[src/rtl/axi4lite_pkg.sv]
// Shared constants and types for the AXI4-Lite master/slave pair.
package axi4lite_pkg;

    localparam int DEFAULT_ADDR_WIDTH = 2;
    localparam int DEFAULT_DATA_WIDTH = 8;

    localparam logic [1:0] RESP_OKAY   = 2'b00;
    localparam logic [1:0] RESP_SLVERR = 2'b10;

    typedef enum logic [2:0] {
        ST_IDLE,
        ST_WADDR,
        ST_WRESP,
        ST_RADDR,
        ST_RDATA
    } state_t;

endpackage

[src/rtl/axi4lite_slave_regs.sv]
// AXI4-Lite slave: register file with single-outstanding write and read responses.
module axi4lite_slave_regs
    import axi4lite_pkg::*;
#(
    parameter int ADDR_WIDTH = DEFAULT_ADDR_WIDTH,
    parameter int DATA_WIDTH = DEFAULT_DATA_WIDTH
) (
    input  logic                  clk,
    input  logic                  rst,
    input  logic                  awvalid,
    input  logic [ADDR_WIDTH-1:0] awaddr,
    output logic                  awready,
    input  logic                  wvalid,
    input  logic [DATA_WIDTH-1:0] wdata,
    output logic                  wready,
    output logic                  bvalid,
    output logic [1:0]            bresp,
    input  logic                  bready,
    input  logic                  arvalid,
    input  logic [ADDR_WIDTH-1:0] araddr,
    output logic                  arready,
    output logic                  rvalid,
    output logic [DATA_WIDTH-1:0] rdata,
    output logic [1:0]            rresp,
    input  logic                  rready
);

    localparam int unsigned DEPTH = 1 << ADDR_WIDTH;

    logic [DATA_WIDTH-1:0] regs [DEPTH];

    // Address and data are accepted together, and only once the previous response has drained.
    assign awready = awvalid & wvalid & ~bvalid;
    assign wready  = awready;
    assign arready = ~rvalid;
    assign bresp   = RESP_OKAY;
    assign rresp   = RESP_OKAY;

    always_ff @(posedge clk) begin
        if (rst) begin
            for (int unsigned i = 0; i < DEPTH; i++) begin
                regs[i] <= '0;
            end
            bvalid <= 1'b0;
            rvalid <= 1'b0;
            rdata  <= '0;
        end else begin
            if (awvalid && awready) begin
                regs[awaddr] <= wdata;
                bvalid       <= 1'b1;
            end else if (bvalid && bready) begin
                bvalid <= 1'b0;
            end

            if (arvalid && arready) begin
                rdata  <= regs[araddr];
                rvalid <= 1'b1;
            end else if (rvalid && rready) begin
                rvalid <= 1'b0;
            end
        end
    end

endmodule

[src/rtl/axi4lite_top.sv]
// Pin-level wrapper: start strobes drive an AXI4-Lite master FSM into the slave register file.
module axi4lite_top
    import axi4lite_pkg::*;
#(
    parameter int ADDR_WIDTH = DEFAULT_ADDR_WIDTH,
    parameter int DATA_WIDTH = DEFAULT_DATA_WIDTH
) (
    input  logic       clk,
    input  logic       rst,
    input  logic       ena,
    input  logic [7:0] ui_in,
    input  logic [7:0] uio_in,
    output logic [7:0] uo_out,
    output logic [7:0] uio_out,
    output logic [7:0] uio_oe
);

    state_t                state;
    logic [ADDR_WIDTH-1:0] addr;
    logic [DATA_WIDTH-1:0] data;
    logic [DATA_WIDTH-1:0] read_data;
    logic                  done;
    logic                  busy;
    logic                  last_op_read;
    logic                  oe;

    logic                  awvalid, awready, wvalid, wready, bvalid, bready;
    logic                  arvalid, arready, rvalid, rready;
    logic [1:0]            bresp, rresp;
    logic [DATA_WIDTH-1:0] rdata;

    logic start_write, start_read;
    assign start_write = ui_in[0];
    assign start_read  = ui_in[4];

    logic unused_ok;
    assign unused_ok = &{1'b0, ena, ui_in[7:5], bresp, rresp};

    always_ff @(posedge clk) begin
        if (rst) begin
            state        <= ST_IDLE;
            addr         <= '0;
            data         <= '0;
            read_data    <= '0;
            done         <= 1'b0;
            busy         <= 1'b0;
            last_op_read <= 1'b0;
            oe           <= 1'b0;
            awvalid      <= 1'b0;
            wvalid       <= 1'b0;
            bready       <= 1'b0;
            arvalid      <= 1'b0;
            rready       <= 1'b0;
        end else begin
            done <= 1'b0;
            case (state)
                ST_IDLE: begin
                    // Write has priority; the two addresses overlap on ui_in[2].
                    if (start_write) begin
                        addr    <= ui_in[2:1];
                        data    <= uio_in;
                        awvalid <= 1'b1;
                        wvalid  <= 1'b1;
                        busy    <= 1'b1;
                        state   <= ST_WADDR;
                    end else if (start_read) begin
                        addr    <= ui_in[3:2];
                        arvalid <= 1'b1;
                        busy    <= 1'b1;
                        state   <= ST_RADDR;
                    end
                end
                ST_WADDR: if (awready && wready) begin
                    awvalid <= 1'b0;
                    wvalid  <= 1'b0;
                    bready  <= 1'b1;
                    state   <= ST_WRESP;
                end
                ST_WRESP: if (bvalid) begin
                    bready       <= 1'b0;
                    done         <= 1'b1;
                    busy         <= 1'b0;
                    oe           <= 1'b0;
                    last_op_read <= 1'b0;
                    state        <= ST_IDLE;
                end
                ST_RADDR: if (arready) begin
                    arvalid <= 1'b0;
                    rready  <= 1'b1;
                    state   <= ST_RDATA;
                end
                ST_RDATA: if (rvalid) begin
                    rready       <= 1'b0;
                    read_data    <= rdata;
                    done         <= 1'b1;
                    busy         <= 1'b0;
                    oe           <= 1'b1;
                    last_op_read <= 1'b1;
                    state        <= ST_IDLE;
                end
                default: state <= ST_IDLE;
            endcase
        end
    end

    axi4lite_slave_regs #(
        .ADDR_WIDTH(ADDR_WIDTH),
        .DATA_WIDTH(DATA_WIDTH)
    ) u_slave (
        .clk     (clk),
        .rst     (rst),
        .awvalid (awvalid),
        .awaddr  (addr),
        .awready (awready),
        .wvalid  (wvalid),
        .wdata   (data),
        .wready  (wready),
        .bvalid  (bvalid),
        .bresp   (bresp),
        .bready  (bready),
        .arvalid (arvalid),
        .araddr  (addr),
        .arready (arready),
        .rvalid  (rvalid),
        .rdata   (rdata),
        .rresp   (rresp),
        .rready  (rready)
    );

    assign uo_out  = {5'b0, last_op_read, busy, done};
    assign uio_out = read_data;
    assign uio_oe  = {8{oe}};

endmodule

[config.mk]
export PLATFORM = sky130hd
export DESIGN_NAME = axi4lite_top
export DESIGN_NICKNAME = d
export VERILOG_FILES = /design/src/rtl/axi4lite_pkg.sv /design/src/rtl/axi4lite_slave_regs.sv /design/src/rtl/axi4lite_top.sv
export SDC_FILE = /design/constraint.sdc
export NUM_CORES = 1
export LEC_CHECK = 0
export CAP_MARGIN = 40
export CORE_MARGIN = 8
export CORE_UTILIZATION = 59
export CTS_BUF_LIST = sky130_fd_sc_hd__clkbuf_2
export DETAILED_ROUTE_END_ITERATION = 16
export DONT_BUFFER_PORTS = 1
export MAX_ROUTING_LAYER = met4
export PLACE_DENSITY = 0.78
export SYNTH_ARGS = -nofsm -noshare
export SYNTH_HDL_FRONTEND = slang
export SYNTH_SLANG_ARGS = --single-unit
[constraint.sdc]
create_clock -name clk -period 1.5 [get_ports clk]
set_input_delay 0.15 -clock clk [delete_from_list [all_inputs] [get_ports clk]]
set_output_delay 0.15 -clock clk [all_outputs]
set_load 0.01 [all_outputs]
==> qor.txt <==
CTS H-tree depth -> 3
WS Path Type -> reg -> reg
Aggregate global-route resource usage -> 16.1%
Number of CTS-inserted buffers -> 9
Reg2reg setup slack -> 0.07 ns
Terminus of the critical flop-to-flop path -> uio_out[1]$_SDFFE_PP0P_
Minimum setup slack in the final design -> 0.0739 ns
Number of antenna violations at the first check in global routing -> 0
Clock network fraction of total power -> 27.5%
Sinks on the clock net -> 70
Pin count of the biggest net entering global routing -> 42
DRC violations left -> 0
Detailed-placement wirelength estimate -> 3600 um
Average wire per cell in the routed design -> 16.0 um
CP peak stage delay -> 0.44 ns
Quantity of I/O buffers inserted on ports -> 0
Setup total negative slack -> 0 ns
Fraction of synthesized cell area taken by the top area cell type -> 31.3%
Via Count -> 1976
Mean Syn Cell Area -> 11.1 um^2
Total Die Area -> 7780 um^2
Worst Path Max Fanout -> 13
Count of different cell masters after synthesis -> 41
DR iter-0 viols -> 167
Fraction of registers with async set or reset after synthesis -> 0%
Share of post-route cells with drive strength above 1 -> 18.4%
Core region area -> 5070 um^2
Number of nets at the end of the flow -> 307
Via-to-Cell Ratio -> 5.44
Power per cell area -> 1190 nW/um^2
Routability congestion estimate from global placement -> 0.810
Post-detailed-route count of antenna-violating nets -> 0
Worst clock skew -> 0.0291 ns
Cell type with the highest occurrence count on the critical path -> sky130_fd_sc_hd__buf_4
Yosys top cell by area -> sky130_fd_sc_hd__edfxtp_1
Internal power of the cells -> 0.00289 W
Worst-case hold slack -> 0.0530 ns
Synth area leaders -> sky130_fd_sc_hd__edfxtp_1, sky130_fd_sc_hd__dfxtp_1, sky130_fd_sc_hd__and2_1
Grt total ovfl -> 0
Most used flip-flop cell after synthesis -> sky130_fd_sc_hd__dfxtp_1
Initial Util -> 60.6%
Worst endpoint data arrival time -> 1.86 ns
Width of the chip -> 88.2 um
R2r worst-path depth -> 5
WL final -> 5790 um
CP Buf/Inv Count -> 2
Post-Syn Instances -> 276
Lkg Pwr -> 1.32 nW
Yosys warns -> 0
Number of buffers inserted to repair setup after CTS -> 0
Kind of end point of the critical path -> flip-flop
Row Count -> 26
Die Height -> 88.2 um
Sw Share -> 29.2%
Worst-skew pair later-pin latency -> 0.51 ns
Count of cell instances traversed by the critical path -> 5
Period utilisation layout -> 95.1%
Combinational cell fraction of total power -> 17.7%
Cell-by-cell trace of the critical path -> buf_4, nor4bb_1, buf_4, nand2_1, a21oi_1
Top-Level Pins -> 43
Hold WC Path Type -> in -> reg
Share of the yosys chip area belonging to registers -> 56.0%
Run status -> complete, no violations
Clock root cell -> sky130_fd_sc_hd__clkbuf_2
CP max-delay cell -> sky130_fd_sc_hd__dfxtp_1
CTS tree -> built
Number of enable flip-flop cells after synthesis -> 32
Clock Tree Buf Depth -> 2
Required @ worst endpoint -> 1.94 ns
Synthesis-to-finish area growth -> 11.4%
Seq cells post-synth -> 70
Sequential cell fraction of total power -> 54.8%
Worst setup slack before clock tree synthesis -> 0.00809 ns
Setup repair after global routing missed its margin -> no
Peak VDD IR -> 596 uV
Net switching power -> 0.00119 W
Clock-pin slew on the worst setup and hold paths -> 0.20 ns
Worst setup path startpoint -> state[2]$_SDFFE_PP0P_
Detailed-routing iteration count for the pre-antenna-repair pass -> 4
Via count of the first global-routing pass -> 1821
Max Slew Vio Count -> 0
Antenna cell count -> 0
First-pass GRT wire length -> 9000 um
Fmax -> 701 MHz
Final-layout fill cell count -> 394
Clock period minus final worst setup slack -> 1.43 ns
Final setup vio count -> 0
Hold Violations, Final -> 0
End of the critical path -> uio_out[1]$_SDFFE_PP0P_
RR Startpoint -> state[2]$_SDFFE_PP0P_
Nature of the critical path startpoint -> flip-flop
Number of max-capacitance violations reported -> 0
Post-Synthesis Cell Area -> 3070 um^2
Kind of cell adding the most delay to the critical path -> flip-flops
==> layout by cell type (no fill, tap or decap), types with 5 or more instances in the layout <==
cell type	synthesis	routed
sky130_fd_sc_hd__buf_4	18	15
sky130_fd_sc_hd__conb_1	1	5
sky130_fd_sc_hd__dfxtp_1	38	37
sky130_fd_sc_hd__mux4_2	8	8
sky130_fd_sc_hd__and2_1	32	32
sky130_fd_sc_hd__nor2_1	16	16
sky130_fd_sc_hd__clkbuf_2	1	9
sky130_fd_sc_hd__dlygate4sd3_1	0	14
sky130_fd_sc_hd__mux2i_1	10	10
sky130_fd_sc_hd__a21oi_1	23	23
sky130_fd_sc_hd__nand2_1	33	33
sky130_fd_sc_hd__edfxtp_1	32	32
==> layer usage <==
| layer | wire [um] | track usage [%] |
|---|---|---|
| met5 | 0 | - |
| met4 | 123 | 9.22 |
| met3 | 354 | 3.66 |
| met2 | 2800 | 25.0 |
| met1 | 2520 | 18.9 |
==> power groups by stage <==
stage | clock, W | combinational, W | sequential [W]
2_1_floorplan | 0 | 0.000527 | 0.00224
3_3_place_gp | 0 | 0.000629 | 0.00226
3_5_place_dp | 0 | 0.000640 | 0.00227
4_1_cts | 0.00115 | 0.000700 | 0.00223
5_1_grt | 0.00122 | 0.000787 | 0.00226
6_report | 0.00112 | 0.000723 | 0.00224
==> through the flow <==
step / instance area (um^2) / total power, W / utilization, % / instances
6_report: 3430 / 0.00408 / 67.5 / 363
5_1_grt: 3430 / 0.00427 / 67.5 / 363
4_1_cts: 3400 / 0.00408 / 66.9 / 363
3_5_place_dp: 3100 / 0.00291 / 61.1 / 331
3_3_place_gp: 3100 / 0.00289 / 61.1 / 331
2_1_floorplan: 3090 / 0.00277 / - / 280
==> how the worst min path moves through the flow <==
stage / start / to / slack [ns] / cells past startpoint
6_report: ui_in[0] / state[0]$_SDFFE_PP0P_ / 0.05 / 3
5_1_grt: ui_in[0] / state[0]$_SDFFE_PP0P_ / 0.04 / 3
4_1_cts: ui_in[0] / state[0]$_SDFFE_PP0P_ / 0.003 / 3
3_5_place_dp: rst / uio_out[0]$_SDFFE_PP0P_ / 0.23 / 1
3_3_place_gp: rst / uio_out[3]$_SDFFE_PP0P_ / 0.22 / 1
2_1_floorplan: uio_in[0] / data[0]$_SDFFE_PP0P_ / 0.29 / 2
==> layout make-up <==
| type | instances | area (um^2) | share of cell area (%) |
|---|---|---|---|
| clock buffer | 9 | 45.0 | 1.31 |
| clock inverter | 7 | 80.1 | 2.34 |
| inverter | 3 | 11.3 | 0.329 |
| multi-input combinational | 172 | 1170 | 34.3 |
| sequential | 70 | 1720 | 50.3 |
| tap | 70 | 87.6 | 2.56 |
| timing repair buffer | 32 | 305 | 8.91 |
==> Yosys cell counts, types with 2 or more instances <==
| master | n |
|---|---|
| sky130_fd_sc_hd__dfxtp_1 | 38 |
| sky130_fd_sc_hd__nand2_1 | 33 |
| sky130_fd_sc_hd__and2_1 | 32 |
| sky130_fd_sc_hd__edfxtp_1 | 32 |
| sky130_fd_sc_hd__a21oi_1 | 23 |
| sky130_fd_sc_hd__buf_4 | 18 |
| sky130_fd_sc_hd__nor2_1 | 16 |
| sky130_fd_sc_hd__mux2i_1 | 10 |
| sky130_fd_sc_hd__clkbuf_1 | 9 |
| sky130_fd_sc_hd__mux4_2 | 8 |
| sky130_fd_sc_hd__buf_2 | 6 |
| sky130_fd_sc_hd__a211oi_1 | 3 |
| sky130_fd_sc_hd__and3b_1 | 3 |
| sky130_fd_sc_hd__inv_1 | 3 |
| sky130_fd_sc_hd__nand2b_1 | 3 |
| sky130_fd_sc_hd__nor2b_1 | 3 |
| sky130_fd_sc_hd__nor3_1 | 3 |
| sky130_fd_sc_hd__nor3b_1 | 3 |
| sky130_fd_sc_hd__o21ai_0 | 3 |
| sky130_fd_sc_hd__or2_2 | 3 |
| sky130_fd_sc_hd__a31o_2 | 2 |
| sky130_fd_sc_hd__nand3_1 | 2 |
| sky130_fd_sc_hd__or3_1 | 2 |
==> repair_timing <==
action                                  4_1_cts  5_1_grt
pin swaps                                     0        0
hold endpoints to repair                     66        0
endpoints found under the setup margin        5       59
resized for setup                             1        6
hold buffers                                 16        0
==> sequential cells by signal, summed over array words and instances (netlist names) <==
| register | cells |
|---|---|
| wvalid | 1 |
| arvalid | 1 |
| u_slave.rdata | 8 |
| u_slave.regs | 32 |
| addr | 2 |
| busy | 1 |
| u_slave.rvalid | 1 |
| bready | 1 |
| oe | 1 |
| uio_out | 8 |
| u_slave.bvalid | 1 |
| rready | 1 |
| state | 3 |
| done | 1 |
| data | 8 |
==> cell families after synthesis <==
logic type | count (synthesis) | synth area share, %
simple gates | 111 | 20.1
mux | 18 | 9.12
other cells | 1 | 0.122
buf+inv | 38 | 7.37
flops | 70 | 56.0
compound gates | 38 | 7.29
==> worst register-to-register path, delay by kind of cell, from the launching register on <==
family | cells | cell delay, ns
AOI/OAI and AO/OA | 1 | 0.11
buffers and inverters | 2 | 0.44
DFF | 1 | 0.44
and+or+nand+nor | 2 | 0.37
No activity file was read; power rests on OpenSTA's default activity.
